`src/rtl/prog_fifo_if.sv`:
```
// Handshake/status bundle for prog_fifo; master = producer/consumer side, slave = FIFO side.
interface prog_fifo_if #(
   parameter int unsigned DEPTH = 32,
   parameter int unsigned WIDTH = 8
);
   localparam int unsigned CW = $clog2(DEPTH) + 1;

   logic             flush;
   logic             write_en;
   logic [WIDTH-1:0] write_data;
   logic             read_en;
   logic [WIDTH-1:0] read_data;
   logic [CW-1:0]    af_thresh;
   logic [CW-1:0]    ae_thresh;
   logic [CW-1:0]    count;
   logic             full;
   logic             almost_full;
   logic             empty;
   logic             almost_empty;
   logic             overflow;
   logic             underflow;
   logic             clear_err;

   modport master (
      output flush, write_en, write_data, read_en, af_thresh, ae_thresh, clear_err,
      input  read_data, count, full, almost_full, empty, almost_empty, overflow, underflow
   );

   modport slave (
      input  flush, write_en, write_data, read_en, af_thresh, ae_thresh, clear_err,
      output read_data, count, full, almost_full, empty, almost_empty, overflow, underflow
   );
endinterface

```
`src/rtl/prog_fifo.sv`:
```
// Single-clock FIFO with programmable almost-full/empty thresholds, sticky error flags and flush.
// Define PROG_FIFO_FWFT_EN for first-word-fall-through read_data; default is registered read.
module prog_fifo #(
   parameter int unsigned DEPTH = 32,
   parameter int unsigned WIDTH = 8
) (
   input  logic       clk,
   input  logic       reset,
   prog_fifo_if.slave bus
);
   localparam int unsigned PW = $clog2(DEPTH);
   localparam int unsigned CW = PW + 1;

   logic [WIDTH-1:0] r_mem [DEPTH];
   logic [PW-1:0]    r_wr_ptr;
   logic [PW-1:0]    r_rd_ptr;
   logic [CW-1:0]    r_count;
   logic             r_overflow;
   logic             r_underflow;

   logic             w_full;
   logic             w_empty;
   logic             w_rd_acc;
   logic             w_wr_acc;
   logic             w_wr_rej;
   logic             w_rd_rej;
   logic [CW-1:0]    w_count_nxt;
   logic             w_overflow_nxt;
   logic             w_underflow_nxt;

   assign w_full  = (r_count == CW'(DEPTH));
   assign w_empty = (r_count == '0);

   // Flush swallows both requests, so nothing is moved and no error is raised that cycle.
   assign w_rd_acc = bus.read_en & ~w_empty & ~bus.flush;
   assign w_wr_acc = bus.write_en & (~w_full | w_rd_acc) & ~bus.flush;
   assign w_wr_rej = bus.write_en & ~w_wr_acc & ~bus.flush;
   assign w_rd_rej = bus.read_en & ~w_rd_acc & ~bus.flush;

   always_comb begin
      w_count_nxt = r_count;
      if (bus.flush) begin
         w_count_nxt = '0;
      end else if (w_wr_acc && !w_rd_acc) begin
         w_count_nxt = r_count + CW'(1);
      end else if (!w_wr_acc && w_rd_acc) begin
         w_count_nxt = r_count - CW'(1);
      end
   end

   // A fresh error in the same cycle as clear_err keeps the flag set.
   always_comb begin
      w_overflow_nxt  = (r_overflow & ~bus.clear_err) | w_wr_rej;
      w_underflow_nxt = (r_underflow & ~bus.clear_err) | w_rd_rej;
   end

   always_ff @(posedge clk or posedge reset) begin
      if (reset) begin
         r_wr_ptr    <= '0;
         r_rd_ptr    <= '0;
         r_count     <= '0;
         r_overflow  <= 1'b0;
         r_underflow <= 1'b0;
      end else begin
         r_count     <= w_count_nxt;
         r_overflow  <= w_overflow_nxt;
         r_underflow <= w_underflow_nxt;
         if (bus.flush) begin
            r_wr_ptr <= '0;
            r_rd_ptr <= '0;
         end else begin
            if (w_wr_acc) r_wr_ptr <= r_wr_ptr + PW'(1);
            if (w_rd_acc) r_rd_ptr <= r_rd_ptr + PW'(1);
         end
      end
   end

   always_ff @(posedge clk) begin
      if (w_wr_acc) r_mem[r_wr_ptr] <= bus.write_data;
   end

`ifdef PROG_FIFO_FWFT_EN
   assign bus.read_data = w_empty ? '0 : r_mem[r_rd_ptr];
`else
   logic [WIDTH-1:0] r_read_data;

   always_ff @(posedge clk or posedge reset) begin
      if (reset) begin
         r_read_data <= '0;
      end else if (w_rd_acc) begin
         r_read_data <= r_mem[r_rd_ptr];
      end
   end

   assign bus.read_data = r_read_data;
`endif

   assign bus.count        = r_count;
   assign bus.full         = w_full;
   assign bus.empty        = w_empty;
   assign bus.almost_full  = (r_count >= bus.af_thresh);
   assign bus.almost_empty = (r_count <= bus.ae_thresh);
   assign bus.overflow     = r_overflow;
   assign bus.underflow    = r_underflow;
endmodule

```
`src/flat_wrapper.sv`:
```
// flat-port wrapper written by rule: the top's interface ports become plain ports
module prog_fifo_flat 
#(
   parameter int unsigned DEPTH = 32,
   parameter int unsigned WIDTH = 8
)
  (clk, reset, bus_flush, bus_write_en, bus_write_data, bus_read_en, bus_af_thresh, bus_ae_thresh, bus_clear_err, bus_read_data, bus_count, bus_full, bus_almost_full, bus_empty, bus_almost_empty, bus_overflow, bus_underflow);
  prog_fifo_if #(.DEPTH(DEPTH), .WIDTH(WIDTH)) bus_i ();
  input  logic clk;
  input  logic reset;
  input wire logic [$bits(bus_i.flush)-1:0] bus_flush;
  input wire logic [$bits(bus_i.write_en)-1:0] bus_write_en;
  input wire logic [$bits(bus_i.write_data)-1:0] bus_write_data;
  input wire logic [$bits(bus_i.read_en)-1:0] bus_read_en;
  input wire logic [$bits(bus_i.af_thresh)-1:0] bus_af_thresh;
  input wire logic [$bits(bus_i.ae_thresh)-1:0] bus_ae_thresh;
  input wire logic [$bits(bus_i.clear_err)-1:0] bus_clear_err;
  output wire logic [$bits(bus_i.read_data)-1:0] bus_read_data;
  output wire logic [$bits(bus_i.count)-1:0] bus_count;
  output wire logic [$bits(bus_i.full)-1:0] bus_full;
  output wire logic [$bits(bus_i.almost_full)-1:0] bus_almost_full;
  output wire logic [$bits(bus_i.empty)-1:0] bus_empty;
  output wire logic [$bits(bus_i.almost_empty)-1:0] bus_almost_empty;
  output wire logic [$bits(bus_i.overflow)-1:0] bus_overflow;
  output wire logic [$bits(bus_i.underflow)-1:0] bus_underflow;
  assign bus_i.flush = bus_flush;
  assign bus_i.write_en = bus_write_en;
  assign bus_i.write_data = bus_write_data;
  assign bus_i.read_en = bus_read_en;
  assign bus_i.af_thresh = bus_af_thresh;
  assign bus_i.ae_thresh = bus_ae_thresh;
  assign bus_i.clear_err = bus_clear_err;
  assign bus_read_data = bus_i.read_data;
  assign bus_count = bus_i.count;
  assign bus_full = bus_i.full;
  assign bus_almost_full = bus_i.almost_full;
  assign bus_empty = bus_i.empty;
  assign bus_almost_empty = bus_i.almost_empty;
  assign bus_overflow = bus_i.overflow;
  assign bus_underflow = bus_i.underflow;
  prog_fifo #(.DEPTH(DEPTH), .WIDTH(WIDTH)) u_core (.clk(clk), .reset(reset), .bus(bus_i));
endmodule
```
`config.mk`:
```
export PLATFORM = sky130hd
export DESIGN_NAME = prog_fifo_flat
export DESIGN_NICKNAME = d
export VERILOG_FILES = /design/src/rtl/prog_fifo_if.sv /design/src/rtl/prog_fifo.sv /design/src/flat_wrapper.sv
export SDC_FILE = /design/constraint.sdc
export NUM_CORES = 1
export LEC_CHECK = 0
export BUFFER_PORTS_ARGS = -buffer_cell sky130_fd_sc_hd__buf_2
export CORE_MARGIN = 2
export CORE_UTILIZATION = 60
export CTS_BUF_LIST = sky130_fd_sc_hd__clkbuf_16
export DETAILED_ROUTE_END_ITERATION = 10
export GPL_ROUTABILITY_DRIVEN = 0
export PLACE_DENSITY = 0.82
export SLEW_MARGIN = 0
export SYNTH_ARGS = -nofsm -noshare
export SYNTH_HDL_FRONTEND = slang
export SYNTH_SLANG_ARGS = --single-unit
```
`constraint.sdc`:
```
create_clock -name clk -period 3.3 [get_ports clk]
set_clock_uncertainty 0.15 [all_clocks]
set_input_delay 0 -clock clk [delete_from_list [all_inputs] [get_ports clk]]
set_output_delay 0 -clock clk [all_outputs]
set_load 0.02 [all_outputs]
```
==> results of run 1 <==
metal layers:
metal  vias up  GRT usage (%)
met3        71           3.13
met5         -              0
met4         0           9.60
met2       391           42.5
li1       2828              -
met1      3357           34.0
per-stage QoR:
| step | util, % | worst slack (ns) |
|---|---|---|
| floorplan | - | 0.350 |
| global placement | 63.6 | 0.255 |
| finish | 69.4 | 0.147 |
| CTS | 69.3 | 0.0603 |
| global route | 69.4 | -0.00839 |
| detailed placement | 63.6 | -0.0291 |
power groups by stage:
stage | clock network, mW | registers [mW] | logic (mW)
detailed placement | 0 | 4.29 | 1.85
floorplan | 0 | 4.27 | 1.35
finish | 3.16 | 4.22 | 1.95
global placement | 0 | 4.28 | 1.77
CTS | 3.18 | 4.22 | 1.90
global route | 3.33 | 4.24 | 2.09
repair_timing:
| action | 4_1_cts | 5_1_grt |
|---|---|---|
| hold buffers | 17 | 0 |
| hold endpoints to repair | 300 | 0 |
| gates resized for setup | 1 | 5 |
| setup buffers | 0 | 3 |
| setup endpoints to repair | 1 | 1 |
| pin swaps | 0 | 3 |
how the worst min path moves through the flow:
stage	to	depth (start not counted)	start
after floorplan	u_core.bus.count[0]$_DFFE_PP0P_	1	reset
after global placement	u_core.bus.count[4]$_DFFE_PP0P_	2	reset
after detailed placement	u_core.r_rd_ptr[3]$_DFFE_PP0P_	2	reset
after CTS	u_core.bus.overflow$_DFF_PP0_	4	bus_clear_err
after global routing	u_core.bus.overflow$_DFF_PP0_	4	bus_clear_err
final	u_core.bus.overflow$_DFF_PP0_	4	bus_clear_err
final cells by class:
| cell class | instances | area, µm² | area share, % |
|---|---|---|---|
| Sequential cell | 282 | 8350 | 62.4 |
| Multi-Input combinational cell | 328 | 3070 | 23.0 |
| Clock buffer | 27 | 676 | 5.05 |
| Timing Repair Buffer | 92 | 633 | 4.73 |
| Tap cell | 265 | 332 | 2.48 |
| Clock inverter | 23 | 235 | 1.76 |
| Inverter | 23 | 86.3 | 0.645 |
kinds of logic after synthesis:
family,count (synthesis)
simple gates,128
fa+ha+maj,22
xor+xnor,8
buf+inv,52
flops,282
mux,77
compound gates,93
cells in the final DEF, fill, tap and decap left out, types with 7 or more instances in the layout:
master | Yosys | final
a21oi_1 | 18 | 18
a22oi_1 | 8 | 8
buf_2 | 2 | 45
buf_4 | 7 | 29
clkbuf_16 | 0 | 27
clkinv_2 | 0 | 7
dfrtp_1 | 26 | 22
dlygate4sd3_1 | 0 | 17
edfxtp_1 | 256 | 256
ha_1 | 21 | 21
inv_1 | 22 | 27
mux2i_1 | 24 | 24
mux4_2 | 48 | 48
nand2_1 | 25 | 24
nand3_1 | 7 | 7
nor2_1 | 55 | 55
nor3_1 | 10 | 10
o21ai_1 | 8 | 9
o221ai_1 | 8 | 8
o22ai_1 | 11 | 11
worst reg2reg max path: stages, from the launching register on:
cell      delay (ns)
dfrtp_2         0.47
nor4_4          0.37
buf_4           0.18
nand3_1         0.16
a21boi_2        0.24
nand2_1         0.17
ha_1            0.29
a211oi_2        0.24
o21bai_1        0.13
a21oi_1         0.19
and3_1          0.19
a41oi_1         0.06
a31oi_1         0.22
state kept, by name, summed over array words and instances, names as in the netlist:
signal / cells
u_core.r_rd_ptr: 5
u_core.bus.underflow: 1
u_core.bus.overflow: 1
u_core.bus.count: 6
u_core.r_mem: 256
u_core.bus.read_data: 8
u_core.r_wr_ptr: 5
==> flow_summary.ini, run 1 <==
[global_routing]
grt_overflow = 0
antenna_found_initial = 0
grt_max_degree = 33
gr-usage-all-layers_pct = 25.2
grt_pass1_vias = 6782
grt_pass1_wl_um = 38500

[layout]
finalNonFillerCells = 1040
area_delta_synth_final_pct = 14.6
diodes = 0
fill_cells = 1221
fin_area_mm2 = 0.0134
layout.nets = 802
drive_gt1_share_pct = 22.8

[clock_network]
clockRootBuffer = clkbuf_16
cts_tree = yes
cts.clk_slew.worst_paths_ns = 0.07
cts-buffers-inserted = 27
cts.sinks = 282
htree_levels = 1
clk_latency_ns = 0.54
cts_buffer_depth = 3

[synth]
synth_mux_area_share_pct = 12.4
synth-compound-area-share_pct = 5.60
synth_xor_area_share_pct = 0.600
yosysWarnings = 0
synth_simple_gate_area_share_pct = 5.17
netlist_instances = 662
synth_edf_count = 256
synth_top_family_by_area = multiplexers
synth_cell_types = 54
ys.flop_type = edfxtp_1
netlist_area_mm2 = 0.0117
syn_nets = 710
yosysSeqAreaShare_pct = 71.4
syn_avg_cell_area_um2 = 17.6
synth_common_cells = edfxtp_1, nor2_1, mux4_2, dfrtp_1, nand2_1
synth.top_cells.by_area = edfxtp_1, mux4_2, dfrtp_1
synth_top_area_cell = edfxtp_1
synth-seq-cells = 282
synth_top_area_share_pct = 65.9
synth.most_common_cell = edfxtp_1
synth-adder-area-share_pct = 2.42
ys_async_sr_fraction_pct = 9.22

[floorplan]
dieHeight_um = 143
start_util_pct = 60.6
die_w_um = 143
die_area_mm2 = 0.0206
coreArea_mm2 = 0.0193
rows = 51
ios = 46

[detailed_routing]
wl_met1_um = 9600
drc = 0
drt_iter0_markers = 756
met2_length_um = 12600
vias_per_cell = 6.39
first_pass_iters = 5
ant_nets = 0
avgRoutedWirePerCell_um = 24.1
vias = 6647
highest_layer = met4
route.met3.wl_um = 1990
routed_wl_um = 25100

[pwr]
leakage_nw = 4.62
seq_power_share_pct = 45.2
internal_power_mw = 6.81
power_switching_mw = 2.51
p_total_mw = 9.32
p_comb_share_pct = 20.9
peakVddDrop_v = 0.000424
powerDensity_mw_per_mm2 = 697
p_clk_share_pct = 33.9
switching_share_pct = 27.0

[sta]
hold_slack_ns = 0.200
fmax_mhz = 317
period_needed_ns = 3.15
setup_violations = 0
relSlewSlack_pct = 38.7
drv_slew = 0
tns_ns = 0
worst_slew_pin_slew_ns = 0.915
period_share_pct = 95.5
hold_viol = 0

[critical_path]
max_stage_delay_ns = 0.47
worst_setup_path_start_kind = register
end_kind = register
arrival_ns = 3.46
path_depth = 12
ff2ff_path_depth = 12
worstReg2RegEnd = u_core.bus.count[5]$_DFFE_PP0P_
crit_chain = nor4_4 -> buf_4 -> nand3_1 -> a21boi_2 -> nand2_1 -> ha_1 -> a211oi_2 -> o21bai_1 -> a21oi_1 -> and3_1 -> a41oi_1 -> a31oi_1
crit_fanout = 6
cpLargestDelayFamily = compound AO/OA/AOI/OAI gates
r2r_slack_ns = 0.15
r2r_start = u_core.bus.count[4]$_DFFE_PP0P_
critical_path_buf_inv_count = 1
crit_slowest_cell = dfrtp_2
cp-endpoint = u_core.bus.count[5]$_DFFE_PP0P_
critPathLaunch = u_core.bus.count[4]$_DFFE_PP0P_
cp.required_ns = 3.61
critPathKind = register to register

[placement]
dpl-instance-area_mm2 = 0.0123
port_buffers = 45
hpwl_um = 15800
place_inst = 970

[outcome]
outcome = finished clean

[run]
maxCapViolCount = 0

[min_path]
hp-class = input pin to register
(Power assumes the default switching activity.)
==> run 2, diff against run 1 <==
- CORE_UTILIZATION: 60 -> 61
- PLACE_DENSITY: 0.82 -> 0.83
==> run 2 against run 1 <==
Compared with the run above:
- count of clock-buffer cells in the layout unchanged
- first-iteration DRC count up 8.1%
- hold slack worse by 0.067 ns
- flip-flop and latch count unchanged
- final cell count down 3.6%
- sequential share of layout area up 0.83 points
- clock power down 9.2%
- worst setup slack better by 0.044 ns
- sequential power about the same
- largest cell class unchanged
==> flow_summary.ini, run 2 (same netlist as run 1, synthesis figures left out) <==
[layout]
fin_area_mm2 = 0.0132
layout_commonest_cell = edfxtp_1
layout.nets = 797
regMostFlops = u_core.r_mem
final_cell_mix = edfxtp_1, nor2_1, mux4_2, buf_2
finalNonFillerCells = 1003
drive_gt1_share_pct = 21.6
largest_register_ffs = 256
area_delta_synth_final_pct = 13.1
fill_cells = 1127
diodes = 0

[floorplan]
dieHeight_um = 142
ios = 46
rows = 50
die_area_mm2 = 0.0203
start_util_pct = 62.2
die_w_um = 142
coreArea_mm2 = 0.0188

[min_path]
hp-class = input pin to async pin

[sta]
hold_viol = 0
relSlewSlack_pct = 28.5
period_share_pct = 94.2
worst_slew_pin_slew_ns = 1.07
rsz0062_at_grt = no
period_needed_ns = 3.11
fmax_mhz = 322
tns_ns = 0
drv_slew = 0
setup_violations = 0

[detailed_routing]
drc = 0
routed_wl_um = 26300
vias_per_cell = 6.67
ant_nets = 0
first_pass_iters = 5
drt_iter0_markers = 817
vias = 6685
avgRoutedWirePerCell_um = 26.2

[pwr]
internal_power_mw = 6.54
leakage_nw = 4.54
power_switching_mw = 2.51
p_clk_share_pct = 31.7
switching_share_pct = 27.8
p_comb_share_pct = 21.9
powerDensity_mw_per_mm2 = 686
peakVddDrop_v = 0.000590
seq_power_share_pct = 46.5

[clock_network]
cts-buffers-inserted = 27
cts.clk_slew.worst_paths_ns = 0.06
cts_buffer_depth = 3
cts.sinks = 282
cts_tree = yes
clk_latency_ns = 0.53
htree_levels = 1
clockRootBuffer = clkbuf_16

[global_routing]
antenna_found_initial = 0
grt_overflow = 0
grt_max_degree = 33
gr-usage-all-layers_pct = 26.8
grt_pass1_wl_um = 39800
grt_pass1_vias = 6761

[critical_path]
ff2ff_path_depth = 11
path_common_cell = nand2_1
cpLargestDelayFamily = compound AO/OA/AOI/OAI gates
r2r_slack_ns = 0.19
cp.required_ns = 3.54
path_depth = 11
crit_slowest_cell = dfrtp_1
critical_path_buf_inv_count = 0
max_stage_delay_ns = 0.47
crit_fanout = 6
crit_chain = nor4_4 -> nand2_1 -> a21boi_2 -> nand2_1 -> ha_1 -> a211oi_2 -> o21bai_1 -> a21oi_1 -> nand2_1 -> o221ai_1 -> a31oi_1
worst_setup_path_start_kind = register
end_kind = register
critPathKind = register to register
arrival_ns = 3.35

[run]
maxCapViolCount = 0

[placement]
dpl-instance-area_mm2 = 0.0122
hpwl_um = 16500
port_buffers = 45
place_inst = 938

[outcome]
outcome = finished clean
run 2: final timing paths:
| path | start | endpoint |
|---|---|---|
| setup / recovery | u_core.bus.count[2]$_DFFE_PP0P_ | u_core.bus.count[5]$_DFFE_PP0P_ |
| hold / removal | reset | u_core.bus.count[2]$_DFFE_PP0P_ |
| setup reg to reg | u_core.bus.count[2]$_DFFE_PP0P_ | u_core.bus.count[5]$_DFFE_PP0P_ |
| hold reg to reg | u_core.bus.read_data[4]$_DFFE_PP0P_ | u_core.bus.read_data[4]$_DFFE_PP0P_ |
| max in group asynchronous | reset | u_core.r_rd_ptr[0]$_DFFE_PP0P_ |
| min in group clk | bus_clear_err | u_core.bus.underflow$_DFF_PP0_ |
run 2: area by class of cell:
type	count	area (µm²)	area share, %
Timing Repair Buffer	87	588	4.45
Tap cell	234	293	2.22
Clock inverter	22	145	1.10
Inverter	23	86.3	0.654
Clock buffer	27	676	5.12
Sequential cell	282	8340	63.2
Multi-Input combinational cell	328	3070	23.3
run 2: timing repair:
action	CTS	global route
endpoints found under the setup margin	0	1
hold buffers	14	0
resized for setup	0	2
setup buffers	0	2
endpoints found under the hold margin	301	0
run 2: per-stage QoR:
stage	utilization [%]	worst slack, ns	hold WS (ns)	total power, mW
detailed placement	65.1	0.101	0.155	6.18
finish	70.3	0.192	0.132	9.05
floorplan	-	0.350	-0.110	5.62
CTS	70.2	0.103	0.152	9.04
global placement	65.1	0.280	0.129	6.08
global route	70.3	0.00600	0.229	9.37
run 2: worst min-delay path: stages:
cell	delay, ns
dlygate4sd3_1	0.53
buf_2	0.12
inv_1	0.76
run 2: metal layers:
metal	global-route usage [%]	wire length, µm	vias to the layer above
met5	0	0	-
met4	10.9	1030	0
met3	4.91	2350	76
met2	45.3	13300	423
met1	35.1	9650	3377
li1	-	-	2809
run 2: power groups by stage:
stage	Combinational [mW]	Clock [mW]	Sequential, mW
after global routing	2.11	3.03	4.23
after detailed placement	1.90	0	4.28
after global placement	1.81	0	4.27
after CTS	1.93	2.90	4.21
final	1.98	2.87	4.21
after floorplan	1.35	0	4.27
